[src/rtl/ic_tag_wr_pkg.sv]
// ic_tag_wr_pkg
//   Shared types and constants for the I-cache tag-RAM write path.
//   TAG_W/IDX_W/ECC_W : tag payload, tag RAM index and check-bit widths
//   tag_wr_req_t      : one buffered tag-write request {idx, tag}
//   wr_state_e        : write-pipe controller states
//   INVAL_TAG         : tag value written by the flash-invalidate sweep
package ic_tag_wr_pkg;

  localparam int unsigned TAG_W = 21;
  localparam int unsigned IDX_W = 8;
  localparam int unsigned ECC_W = 7;

  typedef struct packed {
    logic [IDX_W-1:0] idx;
    logic [TAG_W-1:0] tag;
  } tag_wr_req_t;

  typedef enum logic [1:0] {
    IDLE,
    DRAIN,
    SWEEP
  } wr_state_e;

  localparam logic [TAG_W-1:0] INVAL_TAG = '0;

endpackage

[src/rtl/ic_tag_wr_pipe_if.sv]
// ic_tag_wr_pipe_if
//   Valid/ready tag-write request bus.
//   wr_valid : request valid (master -> slave)
//   wr_ready : request accepted when wr_valid & wr_ready (slave -> master)
//   wr_idx   : target tag RAM index
//   wr_tag   : tag payload
interface ic_tag_wr_pipe_if #(
  parameter int unsigned TAG_W = ic_tag_wr_pkg::TAG_W,
  parameter int unsigned IDX_W = ic_tag_wr_pkg::IDX_W
);

  logic             wr_valid;
  logic             wr_ready;
  logic [IDX_W-1:0] wr_idx;
  logic [TAG_W-1:0] wr_tag;

  modport master (
    output wr_valid,
    output wr_idx,
    output wr_tag,
    input  wr_ready
  );

  modport slave (
    input  wr_valid,
    input  wr_idx,
    input  wr_tag,
    output wr_ready
  );

endinterface

[src/rtl/ic_tag_ecc_encoder.sv]
// ic_tag_ecc_encoder
//   Combinational 7-bit check-bit generator for one tag RAM word.
//   The protected data word is {idx, tag}, so the index is covered too.
//     ecc[4:0] : Hamming checks; bit j is the XOR of every data bit whose
//                1-based position has bit j set
//     ecc[5]   : parity of idx
//     ecc[6]   : inverted parity of tag, so an all-zero tag never yields an
//                all-zero check field
//   Ports: idx (in, IDX_W), tag (in, TAG_W), ecc (out, ECC_W)
module ic_tag_ecc_encoder
  import ic_tag_wr_pkg::*;
(
  input  logic [IDX_W-1:0] idx,
  input  logic [TAG_W-1:0] tag,
  output logic [ECC_W-1:0] ecc
);

  localparam int unsigned DATA_W = IDX_W + TAG_W;

  logic [DATA_W-1:0] data;

  assign data = {idx, tag};

  always_comb begin
    ecc = '0;
    for (int unsigned j = 0; j < 5; j++) begin
      for (int unsigned i = 0; i < DATA_W; i++) begin
        if ((((i + 1) >> j) & 32'd1) != 32'd0) begin
          ecc[j] = ecc[j] ^ data[i];
        end
      end
    end
    ecc[5] = ^idx;
    ecc[6] = ~(^tag);
  end

endmodule

[src/rtl/ic_tag_wr_fifo.sv]
// ic_tag_wr_fifo
//   DEPTH-entry FIFO of tag_wr_req_t. Head is visible combinationally;
//   push and pop may happen in the same cycle. Callers never push when full
//   or pop when empty.
//   Ports: clk, rst_a (async, active-low), push/push_data, pop,
//          head (oldest entry), full, empty
module ic_tag_wr_fifo
  import ic_tag_wr_pkg::*;
#(
  parameter int unsigned DEPTH = 2
) (
  input  logic        clk,
  input  logic        rst_a,
  input  logic        push,
  input  tag_wr_req_t push_data,
  input  logic        pop,
  output tag_wr_req_t head,
  output logic        full,
  output logic        empty
);

  localparam int unsigned PTR_W = $clog2(DEPTH);

  tag_wr_req_t      mem [DEPTH];
  // Pointers carry one extra wrap bit to tell full from empty.
  logic [PTR_W:0]   wptr;
  logic [PTR_W:0]   rptr;

  always_ff @(posedge clk or negedge rst_a) begin
    if (!rst_a) begin
      wptr <= '0;
      rptr <= '0;
    end else begin
      if (push) wptr <= wptr + 1'b1;
      if (pop)  rptr <= rptr + 1'b1;
    end
  end

  always_ff @(posedge clk) begin
    if (push) mem[wptr[PTR_W-1:0]] <= push_data;
  end

  assign head  = mem[rptr[PTR_W-1:0]];
  assign empty = (wptr == rptr);
  assign full  = (wptr[PTR_W] != rptr[PTR_W]) &&
                 (wptr[PTR_W-1:0] == rptr[PTR_W-1:0]);

endmodule

[src/rtl/ic_tag_wr_pipe.sv]
// ic_tag_wr_pipe
//   Write-side front end of the I-cache tag RAM. Buffers tag-write requests,
//   adds ECC, and issues at most one registered RAM write per cycle when the
//   read port is idle. Also runs the full-array flash-invalidate sweep.
//   RAM word layout is {ecc, tag}.
//   Optional feature macro: IC_TAG_ECC_ERR_INJ_EN (one-shot ECC error injection).
//   Ports:
//     clk, rst_a        : clock, asynchronous active-low reset
//     wr_if (slave)     : wr_valid/wr_ready/wr_idx/wr_tag request bus
//     rd_active         : tag RAM read this cycle (reads beat writes)
//     inval_req         : pulse, invalidate every index
//     inval_done        : pulse, sweep finished
//     busy              : buffer non-empty, sweep/drain in progress, or inval pending
//     ram_we/ram_addr/ram_wdata : registered tag RAM write port
//     err_inj_arm/err_inj_mask  : arm a one-shot XOR into the next word's ecc
module ic_tag_wr_pipe #(
  parameter int unsigned TAG_W = ic_tag_wr_pkg::TAG_W,
  parameter int unsigned IDX_W = ic_tag_wr_pkg::IDX_W,
  parameter int unsigned ECC_W = ic_tag_wr_pkg::ECC_W,
  parameter int unsigned DEPTH = 2
) (
  input  logic                   clk,
  input  logic                   rst_a,
  ic_tag_wr_pipe_if.slave        wr_if,
  input  logic                   rd_active,
  input  logic                   inval_req,
  output logic                   inval_done,
  output logic                   busy,
  output logic                   ram_we,
  output logic [IDX_W-1:0]       ram_addr,
  output logic [ECC_W+TAG_W-1:0] ram_wdata,
  input  logic                   err_inj_arm,
  input  logic [ECC_W-1:0]       err_inj_mask
);

  import ic_tag_wr_pkg::*;

  wr_state_e        state;
  logic [IDX_W-1:0] cnt;
  logic             ready_en;

  tag_wr_req_t      head;
  tag_wr_req_t      push_req;
  logic             fifo_full;
  logic             fifo_empty;
  logic             push;
  logic             pop;
  logic             sweep_issue;
  logic             issue;
  logic             inval_pend;

  logic [IDX_W-1:0] enc_idx;
  logic [TAG_W-1:0] enc_tag;
  logic [ECC_W-1:0] enc_ecc;
  logic [ECC_W-1:0] wr_ecc;

  // An invalidate pulse seen in IDLE is serviced this very cycle; it also
  // blocks a same-cycle push so the request on the bus is not accepted.
  assign inval_pend = inval_req && (state == IDLE);

  // ready_en keeps wr_ready low during reset and for the release edge.
  assign wr_if.wr_ready = ready_en && !fifo_full && (state == IDLE) && !inval_pend;
  assign push           = wr_if.wr_valid && wr_if.wr_ready;
  assign push_req       = '{idx: wr_if.wr_idx, tag: wr_if.wr_tag};

  // Buffered writes drain in IDLE and DRAIN; reads always win the RAM port.
  assign pop         = (state != SWEEP) && !fifo_empty && !rd_active;
  assign sweep_issue = (state == SWEEP) && !rd_active;
  assign issue       = pop || sweep_issue;

  assign enc_idx = (state == SWEEP) ? cnt       : head.idx;
  assign enc_tag = (state == SWEEP) ? INVAL_TAG : head.tag;

  assign busy = !fifo_empty || (state != IDLE) || inval_pend;

  ic_tag_wr_fifo #(
    .DEPTH (DEPTH)
  ) u_fifo (
    .clk       (clk),
    .rst_a     (rst_a),
    .push      (push),
    .push_data (push_req),
    .pop       (pop),
    .head      (head),
    .full      (fifo_full),
    .empty     (fifo_empty)
  );

  ic_tag_ecc_encoder u_ecc (
    .idx (enc_idx),
    .tag (enc_tag),
    .ecc (enc_ecc)
  );

`ifdef IC_TAG_ECC_ERR_INJ_EN
  logic             inj_armed;
  logic [ECC_W-1:0] inj_mask;

  // Arming takes priority over consumption, so a re-arm always leaves the
  // newest mask pending for the next word.
  always_ff @(posedge clk or negedge rst_a) begin
    if (!rst_a) begin
      inj_armed <= 1'b0;
      inj_mask  <= '0;
    end else if (err_inj_arm) begin
      inj_armed <= 1'b1;
      inj_mask  <= err_inj_mask;
    end else if (issue) begin
      inj_armed <= 1'b0;
    end
  end

  assign wr_ecc = inj_armed ? (enc_ecc ^ inj_mask) : enc_ecc;
`else
  logic unused_inj;

  assign unused_inj = err_inj_arm ^ (^err_inj_mask);
  assign wr_ecc     = enc_ecc;
`endif

  always_ff @(posedge clk or negedge rst_a) begin
    if (!rst_a) begin
      state      <= IDLE;
      cnt        <= '0;
      ready_en   <= 1'b0;
      inval_done <= 1'b0;
      ram_we     <= 1'b0;
      ram_addr   <= '0;
      ram_wdata  <= '0;
    end else begin
      ready_en   <= 1'b1;
      inval_done <= 1'b0;
      ram_we     <= issue;
      if (issue) begin
        ram_addr  <= enc_idx;
        ram_wdata <= {wr_ecc, enc_tag};
      end
      unique case (state)
        IDLE: begin
          if (inval_req) state <= fifo_empty ? SWEEP : DRAIN;
        end
        DRAIN: begin
          if (fifo_empty) state <= SWEEP;
        end
        SWEEP: begin
          if (sweep_issue) begin
            cnt <= cnt + 1'b1;
            if (cnt == '1) begin
              state      <= IDLE;
              inval_done <= 1'b1;
            end
          end
        end
        default: state <= IDLE;
      endcase
    end
  end

endmodule
[src/flat_wrapper.sv]
// flat-port wrapper written by rule: the top's interface ports become plain ports
module ic_tag_wr_pipe_flat import ic_tag_wr_pkg::*;
#(
  parameter int unsigned TAG_W = ic_tag_wr_pkg::TAG_W,
  parameter int unsigned IDX_W = ic_tag_wr_pkg::IDX_W,
  parameter int unsigned ECC_W = ic_tag_wr_pkg::ECC_W,
  parameter int unsigned DEPTH = 2
)
  (clk, rst_a, rd_active, inval_req, inval_done, busy, ram_we, ram_addr, ram_wdata, err_inj_arm, err_inj_mask, wr_if_wr_valid, wr_if_wr_idx, wr_if_wr_tag, wr_if_wr_ready);
  ic_tag_wr_pipe_if #(.TAG_W(TAG_W), .IDX_W(IDX_W)) wr_if_i ();
  input  logic clk;
  input  logic rst_a;
  input  logic rd_active;
  input  logic inval_req;
  output logic inval_done;
  output logic busy;
  output logic ram_we;
  output logic [IDX_W-1:0] ram_addr;
  output logic [ECC_W+TAG_W-1:0] ram_wdata;
  input  logic err_inj_arm;
  input  logic [ECC_W-1:0] err_inj_mask;
  input wire logic [$bits(wr_if_i.wr_valid)-1:0] wr_if_wr_valid;
  input wire logic [$bits(wr_if_i.wr_idx)-1:0] wr_if_wr_idx;
  input wire logic [$bits(wr_if_i.wr_tag)-1:0] wr_if_wr_tag;
  output wire logic [$bits(wr_if_i.wr_ready)-1:0] wr_if_wr_ready;
  assign wr_if_i.wr_valid = wr_if_wr_valid;
  assign wr_if_i.wr_idx = wr_if_wr_idx;
  assign wr_if_i.wr_tag = wr_if_wr_tag;
  assign wr_if_wr_ready = wr_if_i.wr_ready;
  ic_tag_wr_pipe #(.TAG_W(TAG_W), .IDX_W(IDX_W), .ECC_W(ECC_W), .DEPTH(DEPTH)) u_core (.clk(clk), .rst_a(rst_a), .wr_if(wr_if_i), .rd_active(rd_active), .inval_req(inval_req), .inval_done(inval_done), .busy(busy), .ram_we(ram_we), .ram_addr(ram_addr), .ram_wdata(ram_wdata), .err_inj_arm(err_inj_arm), .err_inj_mask(err_inj_mask));
endmodule
[config.mk]
export PLATFORM = sky130hd
export DESIGN_NAME = ic_tag_wr_pipe_flat
export DESIGN_NICKNAME = d
export VERILOG_FILES = /design/src/rtl/ic_tag_wr_pkg.sv /design/src/rtl/ic_tag_wr_pipe_if.sv /design/src/rtl/ic_tag_ecc_encoder.sv /design/src/rtl/ic_tag_wr_fifo.sv /design/src/rtl/ic_tag_wr_pipe.sv /design/src/flat_wrapper.sv
export SDC_FILE = /design/constraint.sdc
export NUM_CORES = 1
export LEC_CHECK = 0
export CORE_ASPECT_RATIO = 0.8
export CORE_MARGIN = 4
export CORE_UTILIZATION = 58
export CTS_BUF_LIST = sky130_fd_sc_hd__clkbuf_4 sky130_fd_sc_hd__clkbuf_8 sky130_fd_sc_hd__clkbuf_16
export CTS_CLUSTER_SIZE = 28
export DETAILED_ROUTE_END_ITERATION = 7
export GPL_ROUTABILITY_DRIVEN = 0
export PLACE_DENSITY_LB_ADDON = 0.1
export SYNTH_ARGS = -nofsm -noshare
export SYNTH_HDL_FRONTEND = slang
export SYNTH_SLANG_ARGS = --single-unit
[constraint.sdc]
create_clock -name clk -period 7.25 [get_ports clk]
set_input_delay 1.45 -clock clk [delete_from_list [all_inputs] [get_ports clk]]
set_output_delay 1.45 -clock clk [all_outputs]
set_load 0.01 [all_outputs]
# Word level (Yosys, flattened, before mapping)
# Memory sizes are Yosys's and may differ from the RTL's.
# Index checks and enable logic that the tools add are counted.
[totals]
reg_bits = 53
mem_bits_rw = 58
in_bits = 42
output_inout_bits = 40
wordCells = 126
n_memories = 1
[classes]
n_addsub = 3
eq_ne = 11
n_mux = 13
n_bitwise = 67
reduce_logical = 22
[mem_list]
columns = ["name", "words", "width", "read_ports", "rd_clocked_by_memory_dff", "write_ports", "line_no", "rtl"]
rows = [
  ["u_core.u_fifo.mem", 2, 29, 1, 0, 1, "ic_tag_wr_fifo.sv:24", "tag_wr_req_t mem [DEPTH];"],
]
[ops]
columns = ["operator", "n"]
rows = [
  ["1-bit XOR", 66],
  ["21-bit 2-to-1 mux", 1],
  ["21-bit parity", 1],
  ["2-bit 2-to-1 mux", 5],
  ["1-bit logical AND", 9],
  ["8-bit by 1-bit adder with 8-bit output (second input constant)", 1],
  ["8-bit equality test (second input constant)", 1],
  ["8-bit 2-to-1 mux", 1],
  ["8-bit parity", 1],
  ["2-bit inequality test (second input constant)", 3],
  ["2-bit case mux with 3 select lines", 1],
  ["1-bit 2-to-1 mux", 5],
  ["2-bit by 1-bit adder with 2-bit output (second input constant)", 2],
  ["1-bit zero test", 4],
  ["2-bit by 1-bit inequality test with 1-bit output (second input constant)", 2],
  ["4-bit AND reduction", 1],
  ["1-bit logical OR", 3],
  ["2-bit by 1-bit equality test with 1-bit output (second input constant)", 1],
  ["2-bit equality test", 1],
  ["2-bit equality test (second input constant)", 1],
  ["2-bit zero test", 1],
  ["2-bit AND reduction", 1],
  ["2-bit nonzero test", 1],
  ["1-bit equality test", 1],
  ["other kinds (2)", 2],
]

# Depth between registers and ports, before layout
# Gate-level depths: netlist of run 1.
[logic_depth]
word_depth = 16
mapped_depth = 11
ltp_nobuf = 7

# Cells and area by module
# A second synthesis of run 1 with hierarchy kept.
[hier_totals]
hier_cells = 311
area_unflattened_um2 = 5187.5
[modules_own_cells]
columns = ["module", "n_inst", "cells_each", "area_per_inst_um2", "seq_area_each_um2"]
rows = [
  ["ic_tag_wr_fifo", 1, 106, 2423.6, 1841.8],
  ["ic_tag_wr_pipe", 1, 164, 2172.1, 1226.2],
  ["ic_tag_ecc_encoder", 1, 41, 591.8, 0.0],
]

# Least setup slack after synthesis of run 1
# Ideal clock, no wire load.
[synth_timing]
path_type = "in2reg"
from = "input port inval_req"
to = "memory u_core.u_fifo.mem[0][0] (netlist bit) (enable)"
setup_time_ps = 415
arrival_time_ps = 3345
t_required_ps = 6835
slack_ps = 3490
path_stages = 5
n_path_buf = 0
cell_sequence = "nor3_1 > nand2_1 > a21oi_1 > nand2_1 > nor2_1"
[synth_via]
elab_chain_len = 6
[synth_rtl]
columns = ["item", "line_no", "rtl"]
rows = [
  ["from (decl)", "flat_wrapper.sv:14", "input logic inval_req;"],
  ["1-bit logical AND", "ic_tag_wr_pipe.sv:59", "assign inval_pend = inval_req && (state == IDLE);"],
  ["1-bit zero test", "ic_tag_wr_pipe.sv:62", "assign wr_if.wr_ready = ready_en && !fifo_full && (state == IDLE) && !inval_pend;"],
  ["1-bit logical AND", "ic_tag_wr_pipe.sv:62", ""],
  ["named net wr_if_wr_ready", "flat_wrapper.sv:25", "output wire logic [$bits(wr_if_i.wr_ready)-1:0] wr_if_wr_ready;"],
  ["1-bit logical AND", "ic_tag_wr_pipe.sv:63", "assign push = wr_if.wr_valid && wr_if.wr_ready;"],
  ["1-bit 2-to-1 mux", "ic_tag_wr_fifo.sv:40", "if (push) mem[wptr[PTR_W-1:0]] <= push_data;"],
  ["1-bit 2-to-1 mux (implied by the code)", "ic_tag_wr_fifo.sv:40", ""],
  ["to (decl)", "ic_tag_wr_fifo.sv:24", ""],
]
# The timed path passes the listed nets, and every way through them passes these cells.

# Worst setup path in the final report of run 1
[layout_timing]
from = "input port inval_req"
to = "output port wr_if_wr_ready"
[layout_via]
elab_chain_len = 3
[layout_rtl]
columns = ["item", "line_no"]
rows = [
  ["1-bit logical AND", "ic_tag_wr_pipe.sv:59"],
  ["1-bit zero test", "ic_tag_wr_pipe.sv:62"],
  ["1-bit logical AND", "ic_tag_wr_pipe.sv:62"],
  ["to (decl)", "flat_wrapper.sv:25"],
]
# No other way between the ends.

==> impl_metrics.ini, run 1 <==
[outcome]
outcome = finished, final reports clean

[setup_path]
rrSetupSlack_ps = 4230
r2r-start = u_core.state[0]
worst-setup-path-type = in -> out
crit_start = inval_req
start_kind = input port
reg2reg_depth = 7
critPathMaxFanout = 3
crit_path_end = wr_if_wr_ready
worstPathRequired_ps = 5800
setup.worst_path.end_class = output port
r2r_end = u_core.ram_wdata[25]
critical_path_arrival_ps = 2930

[global_routing]
grt_pass1_wl_um = 15800
grt-ovfl-total = 0
grt_pass1_vias = 3170
grt.total_usage_pct = 19.5
grt_use_met1_pct = 27.4
grt_util_met2_pct = 31.4
grt_max_degree = 54
antenna_found_initial = 0
top_usage_layer = met2
met3_usage_pct = 4.09

[route]
drt_pass1_iterations = 4
vias = 2952
drc = 0
dr.first_iter.drc_count = 111
vias_per_cell = 5.31
antenna_left = 0
wl_um = 9550
routedWlPerCell_um = 17.2

[timing]
finalCritPeriodShare_pct = 60.4
max_slew_margin_pct = 24.5
setup_viol = 0
worstMarginPinSlew_ps = 1130
tns_ps = 0
hold_viol = 0
fin_crit_ps = 4380
skew_ps = 11.7
fmax_mhz = 228
final-max-slew-violation-count = 0
rsz0062_at_grt = no

[clocking]
clk_pin_slew_ps = 90
cts_sinks = 111
cts_root_buf = clkbuf_8
ctsHtreeMaxLevel = 3
numCtsBuffers = 9
worst_skew_pair.late_latency_ps = 360
cts_tree = yes
hold_buffers = 0
post_cts_resized = 0
post_cts_buffers = 0
clockBufferDepth = 2

[die]
boundaryPins = 82
core_um2 = 8560
std_cell_rows = 30
initial_utilization_pct = 60.0
die_area_um2 = 10400
die_w_um = 113
fp.dieH_um = 92.2

[yosys]
ys_types = 40
synth_edf_count = 58
netlist_area_um2 = 5140
synth-seq-area-share_pct = 59.7
ys_ff_latch = 111
syn-instance-count = 366
synth_ff_type = edfxtp_1
synthArstFlopShare_pct = 47.7
syn_avg_cell_area_um2 = 14.0
yosysWarnings = 0
synth_fp_nets = 409

[power_and_ir_drop]
ir_drop_uv = 285
power_density_nw_per_um2 = 443
p_leak_uw = 0.00243

[placement]
dp_hpwl_um = 6650
io_buffers = 73

[job]
drv_cap = 0

[final_layout]
area_growth_pct = 19.1
final_core_utilization_pct = 71.5
antenna_cells = 0
fin_nets = 482
drive_above_1_share_pct = 13.3

[min_path]
min_path_type = reg -> reg
-- logic make-up after synthesis --
| kind of cell | count (synthesis) | synth area share (%) |
|---|---|---|
| other | 1 | 0.0730 |
| xor gates and xnor gates | 73 | 14.1 |
| AOI/OAI and AO/OA | 34 | 4.21 |
| adders and majority gates | 1 | 0.244 |
| buffers and inverters | 18 | 2.56 |
| and+or+nand+nor | 72 | 5.97 |
| muxes | 56 | 13.1 |
| DFF | 111 | 59.7 |
-- cells in the mapped netlist (4+ instances only) --
cell / number / share of area, %
edfxtp_1: 58 / 34
dfrtp_1: 53 / 26
mux2i_1: 31 / 6.0
o31ai_1: 14 / 2.0
nor3_1: 4 / 0.39
xnor2_1: 38 / 6.5
mux2_4: 7 / 2.0
xor2_1: 27 / 4.6
clkbuf_1: 5 / 0.37
nand2_1: 38 / 2.8
mux2_2: 10 / 2.2
o21ai_0: 13 / 1.3
mux2i_2: 4 / 1.1
buf_1: 4 / 0.29
mux2i_4: 4 / 1.8
nor2_1: 17 / 1.2
-- registers in the layout, indices dropped and copies added (netlist names), 2 cells and up --
name	count
u_core.cnt	8
u_core.ram_addr	8
u_core.state	2
u_core.u_fifo.mem	58
u_core.u_fifo.wptr	2
u_core.ram_wdata	28
u_core.u_fifo.rptr	2
-- power by group --
| part | internal [uW] | switching (uW) |
|---|---|---|
| clock network | 147 | 202 |
| logic | 762 | 672 |
| registers | 823 | 108 |
| total | 1730 | 982 |
-- routing by layer --
layer | up-vias | part of all wire [%]
li1 | 1426 | -
met1 | 1462 | 47
met2 | 57 | 49
met3 | 7 | 3.9
met4 | 0 | 0.82
met5 | - | 0
-- critical path: stages --
cell and delay, ps:
clkdlybuf4s50_1 430, nor3_1 200, nand2_1 80, a21oi_1 190, clkdlybuf4s50_1 580
-- stage by stage --
| step | power (uW) | hold WS [ps] | setup WS, ps | instance area (um^2) | cells |
|---|---|---|---|---|---|
| 3_5_place_dp | 2390 | 470 | 2900 | 5930 | 540 |
| 6_report | 2710 | 489 | 2870 | 6120 | 556 |
| 5_1_grt | 2900 | 528 | 2780 | 6120 | 556 |
| 3_3_place_gp | 2360 | 462 | 2890 | 5930 | 540 |
| 2_1_floorplan | 2010 | 460 | 3490 | 5140 | 366 |
| 4_1_cts | 2740 | 492 | 2890 | 6120 | 556 |
-- worst min-delay path by stage --
stage,startpoint,to,slack (ps),cells after the start
2_1_floorplan,u_core.u_fifo.wptr[1],u_core.u_fifo.wptr[1],460,1
3_3_place_gp,u_core.ram_wdata[3],u_core.ram_wdata[3],460,2
3_5_place_dp,u_core.ram_wdata[8],u_core.ram_wdata[8],470,2
4_1_cts,u_core.ram_wdata[1],u_core.ram_wdata[1],490,2
5_1_grt,u_core.u_fifo.rptr[1],u_core.u_fifo.rptr[1],530,1
6_report,u_core.ram_wdata[1],u_core.ram_wdata[1],490,2
-- cell type report --
cell class	instances	area (um^2)
flip-flops and latches	111	3070
well taps	112	140
clock inverters	5	40.0
fillers	595	2440
repair buffers	79	771
inverters	1	3.75
multi-input cells	237	1940
clock buffers	11	151
-- cells in the final DEF, fill, tap and decap left out, drive strengths merged --
| cell type | count |
|---|---|
| nand2 | 38 |
| inv | 2 |
| nand4 | 1 |
| or2 | 1 |
| a21o | 1 |
| o41ai | 1 |
| ha | 1 |
| clkinv | 4 |
| nand3 | 3 |
| and4 | 1 |
| nor3 | 4 |
| xnor2 | 41 |
| dfrtp | 53 |
| mux2 | 17 |
| nand2b | 2 |
| a221o | 1 |
| nor2 | 18 |
| conb | 1 |
| clkbuf | 11 |
| edfxtp | 58 |
| buf | 7 |
| xnor3 | 4 |
| nor2b | 2 |
| o31ai | 14 |
| mux2i | 39 |
| xor2 | 28 |
| a21oi | 1 |
| and3 | 2 |
| clkdlybuf4s50 | 72 |
| o21ai | 16 |
No activity file was read; power rests on OpenSTA's default activity.
==> run 2: changes to the inputs <==
CORE_UTILIZATION = 48   (was 58)
clock period = 3.7 ns   (was 7.25 ns; I/O delays follow)
==> run 2 against run 1 <==
Net effect:
- sequential cell count is the same
- cell count grew 6.3%
- clock skew shrank 5.6 ps
- first-iteration DRC count grew 27%
- critical endpoint unchanged
- largest cell class unchanged
==> impl_metrics.ini, run 2 (same netlist as run 1, synthesis figures left out) <==
[final_layout]
final_cell_mix = clkdlybuf4s50_1 (72), edfxtp_1 (58), dfrtp_1 (52)
layout_commonest_cell = clkdlybuf4s50_1
antenna_cells = 0
fin_nets = 489
area_growth_pct = 22.5
num-fill-cells = 860
largest_reg_flops = 58
final-instance-count-excl-fill = 591
drive_above_1_share_pct = 14.6

[clocking]
numCtsBuffers = 9
cts_sinks = 111
cts_root_buf = clkbuf_16
post_cts_resized = 0
hold_buffers = 0
clockBufferDepth = 2
worst_skew_pair.late_latency_ps = 340
post_cts_buffers = 0
ctsHtreeMaxLevel = 3
clk_pin_slew_ps = 60
cts_tree = yes

[timing]
skew_ps = 6.12
rsz0062_at_grt = no
fmax_mhz = 336
hold_viol = 0
max_slew_margin_pct = 35.5
setup_viol = 0
fin_crit_ps = 2970
worstMarginPinSlew_ps = 968
final-max-slew-violation-count = 0
tns_ps = 0
finalCritPeriodShare_pct = 80.4

[placement]
place_inst = 575
io_buffers = 73
dp_hpwl_um = 7190

[die]
initial_utilization_pct = 49.6
die_area_um2 = 12400
std_cell_rows = 33
fp.dieH_um = 101
die_w_um = 124
core_um2 = 10400
boundaryPins = 82

[power_and_ir_drop]
p_leak_uw = 0.00251
p_sw_uw = 1980
sw_frac_of_total_pct = 35.1
combPwrFrac_pct = 50.4
power.share.sequential_pct = 33.6
ir_drop_uv = 357
p_total_uw = 5620
power_density_nw_per_um2 = 893
clkPwrFrac_pct = 16.0
internal_power_uw = 3650

[route]
antenna_left = 0
dr.first_iter.drc_count = 141
routedWlPerCell_um = 17.0
drc = 0
vias = 2961
drt_pass1_iterations = 4
wl_um = 10000
vias_per_cell = 5.01

[setup_path]
start_kind = input port
critical_path_arrival_ps = 2230
worstPathRequired_ps = 2960
setup.worst_path.end_class = output port
rrSetupSlack_ps = 770
worst-setup-path-type = in -> out
critPathMaxFanout = 3

[global_routing]
grt.total_usage_pct = 17.2
antenna_found_initial = 0
grt_max_degree = 35
grt_pass1_vias = 3067
grt-ovfl-total = 0
grt_pass1_wl_um = 15900

[min_path]
min_path_type = reg -> reg

[outcome]
outcome = finished, final reports clean

[job]
drv_cap = 0
## run 2: cell types whose count changed in the layout (fill, tap and decap cells not counted)
cell / before / now
clkbuf_16: 0 / 9
clkinv_4: 3 / 0
clkbuf_8: 11 / 1
clkbuf_4: 0 / 4
clkinv_2: 1 / 2
inv_6: 1 / 0
buf_4: 6 / 13
## run 2: final timing paths
check / start / end / cells after the start
setup / recovery: inval_req / wr_if_wr_ready / 5
hold / removal: u_core.ram_wdata[8] / u_core.ram_wdata[8] / 2
setup reg to reg: u_core.state[0] / u_core.ram_wdata[25] / 7
hold reg to reg: u_core.ram_wdata[8] / u_core.ram_wdata[8] / 2
min in group asynchronous: rst_a / u_core.ram_we / 1
max in group asynchronous: rst_a / u_core.ram_addr[6] / 2
## run 2: metrics by stage
stage	hold WS (ps)	setup WS, ps	cell area [um^2]	util [%]
2_1_floorplan	444	571	5140	-
3_3_place_gp	460	721	6020	58.0
3_5_place_dp	466	729	6020	58.0
4_1_cts	481	721	6290	60.7
5_1_grt	510	621	6290	60.7
6_report	472	727	6290	60.7
## run 2: cell type report
cell class              count  area (um^2)  area share (%)
multi-input cells         237         1940            30.9
clock buffers              14          269            4.27
repair buffers             86          823            13.1
flip-flops and latches    111         3070            48.8
inverters                   1         3.75          0.0596
well taps                 140          175            2.78
clock inverters             2         10.0           0.159
## run 2: power groups by stage
stage | combinational, uW | clock [uW] | sequential, uW
after global placement | 2820 | 0 | 1900
after global routing | 3080 | 980 | 1930
after CTS | 2870 | 923 | 1890
after detailed placement | 2860 | 0 | 1910
final | 2840 | 899 | 1890
after floorplan | 2050 | 0 | 1890
## run 2: critical path, cell delays in order
cell             delay, ps
clkdlybuf4s50_1        440
nor3_1                 200
nand2_1                 80
a21oi_1                200
clkdlybuf4s50_1        580
## run 2: per-layer routing
| metal | routed length, um | vias to the layer above | track usage (%) |
|---|---|---|---|
| li1 | - | 1445 | - |
| met1 | 5040 | 1450 | 24.6 |
| met2 | 4550 | 58 | 26.4 |
| met3 | 319 | 8 | 3.59 |
| met4 | 111 | 0 | 5.36 |
| met5 | 0 | - | 0 |
==> RTL change (config.mk and constraints of run 1) <==
`IDX_W`: 8 -> 7.
--- a/src/rtl/ic_tag_wr_pkg.sv
+++ b/src/rtl/ic_tag_wr_pkg.sv
@@ -7,7 +7,7 @@
 package ic_tag_wr_pkg;
 
   localparam int unsigned TAG_W = 21;
-  localparam int unsigned IDX_W = 8;
+  localparam int unsigned IDX_W = 7;
   localparam int unsigned ECC_W = 7;
 
   typedef struct packed {
Ports: changed (resized ram_addr and wr_if_wr_idx); port bits go from 82 to 80. The function was not compared with the original's and may differ.
==> RTL change against run 1 <==
- clock skew fell by 0.0060 ns
- area after synthesis is 3.1% lower
- register-to-register slack better by 0.19 ns
- count of clock-buffer cells in the layout is 2 lower
- design area shrank 2.6%
- sequential cell count is 4 lower
- power fell by 8.9%
- routed wire length grew 0.26%
- fmax is 0.20% lower
- combinational power shrank 14%
- clock power is essentially flat
- sequential share of layout area decreased by 0.52 points
- worst setup slack got worse by 0.0086 ns
- utilization rose by 1.8 points
- largest power group unchanged
==> RTL change: results (changes against run 1) <==
[cts]
clkTransAtPathRegs_ns = 0.10
cts_resized = 0  ; unchanged
clockRootBuffer = clkbuf_8

[critical_path]
crit_arrival_ns = 2.94  ; about the same
crit_family = buffers and inverters
cp_slowest_stage_delay_ns = 0.58  ; about the same
reg2reg_to = u_core.ram_wdata[22]
ff2ff_setup_slack_ns = 4.42  ; +0.19 ns
reg2regPathDepth = 4  ; -3

[synth]
yosysUniqueCellTypes = 37  ; -7.5%
ys_ff_latch = 107  ; -3.6%
synth_common_cells = 56 x edfxtp_1, 51 x dfrtp_1, 45 x xnor2_1
synth_edf_count = 56  ; -3.4%
synth_nets = 410  ; +0.24%
yosysSeqAreaShare_pct = 59.4  ; -0.31 points
async_flop_share_pct = 47.7  ; -0.084 points

[placement]
io_buffers = 71  ; -2.7%
dp_hpwl_um = 6990  ; +5.1%
post-place-ws_ns = 2.86  ; -0.0394 ns

[pwr]
p_leak_nw = 2.38  ; -2.1%
switching_share_pct = 37.2  ; +0.99 points
ir_drop_v = 0.000234  ; -18%

[routing]
wl_per_cell_um = 17.4  ; +1.2%
drt-initial-drc-count = 185  ; +67%
viasPerCell = 5.45  ; +2.7%

[final_layout]
largest_register_ffs = 56  ; -3.4%
sh_seq_area_pct = 49.6  ; -0.52 points
nets = 480  ; -0.41%
drive_above_1_share_pct = 8.80  ; -4.5 points
multi_input_area_mm2 = 0.00193  ; -0.84%
final-nonclk-buf-share_pct = 12.5  ; -0.13 points
clock_tree_area_fraction_pct = 3.17  ; +0.041 points
nonClockBufferCount = 76  ; -3.8%
num-nonclk-inverters = 2  ; +1
fillerInstances = 555  ; -6.7%

[sta]
maxSlewHeadroom_pct = 24.7  ; +0.20 points
hold_ws_ns = 0.483  ; -0.00621 ns
fin_skew_ns = 0.00570  ; -0.00601 ns

[worst_hold_path]
holdCritStartpoint = u_core.ram_wdata[3]
hold_path_end = u_core.ram_wdata[3]

[grt]
grt_pass1_vias = 3030  ; -4.4%
grt.total_usage_pct = 19.5  ; +0.068 points
grt_first_pass_wirelength_um = 15400  ; -2.7%
grt_max_degree = 67  ; +24%

[floorplan]
start_util_pct = 61.3  ; +1.2 points

[outcome]
status = finished, final reports clean

==> RTL change: power groups by stage <==
stage / Clock (mW) / Combinational (mW) / Sequential [mW]
global placement: 0 / 1.20 / 0.900
detailed placement: 0 / 1.23 / 0.909
finish: 0.349 / 1.23 / 0.896
CTS: 0.355 / 1.24 / 0.896
global route: 0.382 / 1.34 / 0.913
floorplan: 0 / 0.825 / 0.934
==> RTL change: per-stage QoR <==
step	std cells	instance area [µm²]
2_1_floorplan	368	4980
3_3_place_gp	535	5770
3_5_place_dp	535	5770
4_1_cts	551	5960
5_1_grt	551	5960
6_report	551	5960
==> RTL change: routing by layer <==
metal | share of wire, % | vias to the layer above | GRT usage [%]
li1 | - | 1433 | -
met1 | 47 | 1482 | 27.6
met2 | 46 | 78 | 31.1
met3 | 5.5 | 12 | 4.49
met4 | 0.88 | 0 | 4.56
met5 | 0 | - | 0
==> RTL change: worst max-delay path by stage <==
stage	slack, ns	to	cells past startpoint
after floorplan	3.53	u_core.u_fifo.mem[0][0]	5
after CTS	2.85	wr_if_wr_ready	5
after global routing	2.73	wr_if_wr_ready	5
after detailed placement	2.86	wr_if_wr_ready	5
after global placement	2.84	wr_if_wr_ready	5
final	2.86	wr_if_wr_ready	5
==> RTL change: cells by family after synthesis <==
kind of cell / Yosys count / synth area share (%)
xor gates and xnor gates: 79 / 16.6
AOI/OAI and AO/OA: 42 / 5.40
buffers and inverters: 19 / 1.93
other: 1 / 0.0753
and+or+nand+nor: 71 / 5.88
muxes: 48 / 10.5
DFF: 107 / 59.4
adders and majority gates: 1 / 0.251
==> RTL change: tightest hold or removal path: cells and delay by family, from the launching register on <==
| kind | cells | cell delay, ns |
|---|---|---|
| AO/OA/AOI/OAI | 1 | 0.05 |
| flip-flops | 1 | 0.35 |
| AND/OR/NAND/NOR | 1 | 0.05 |
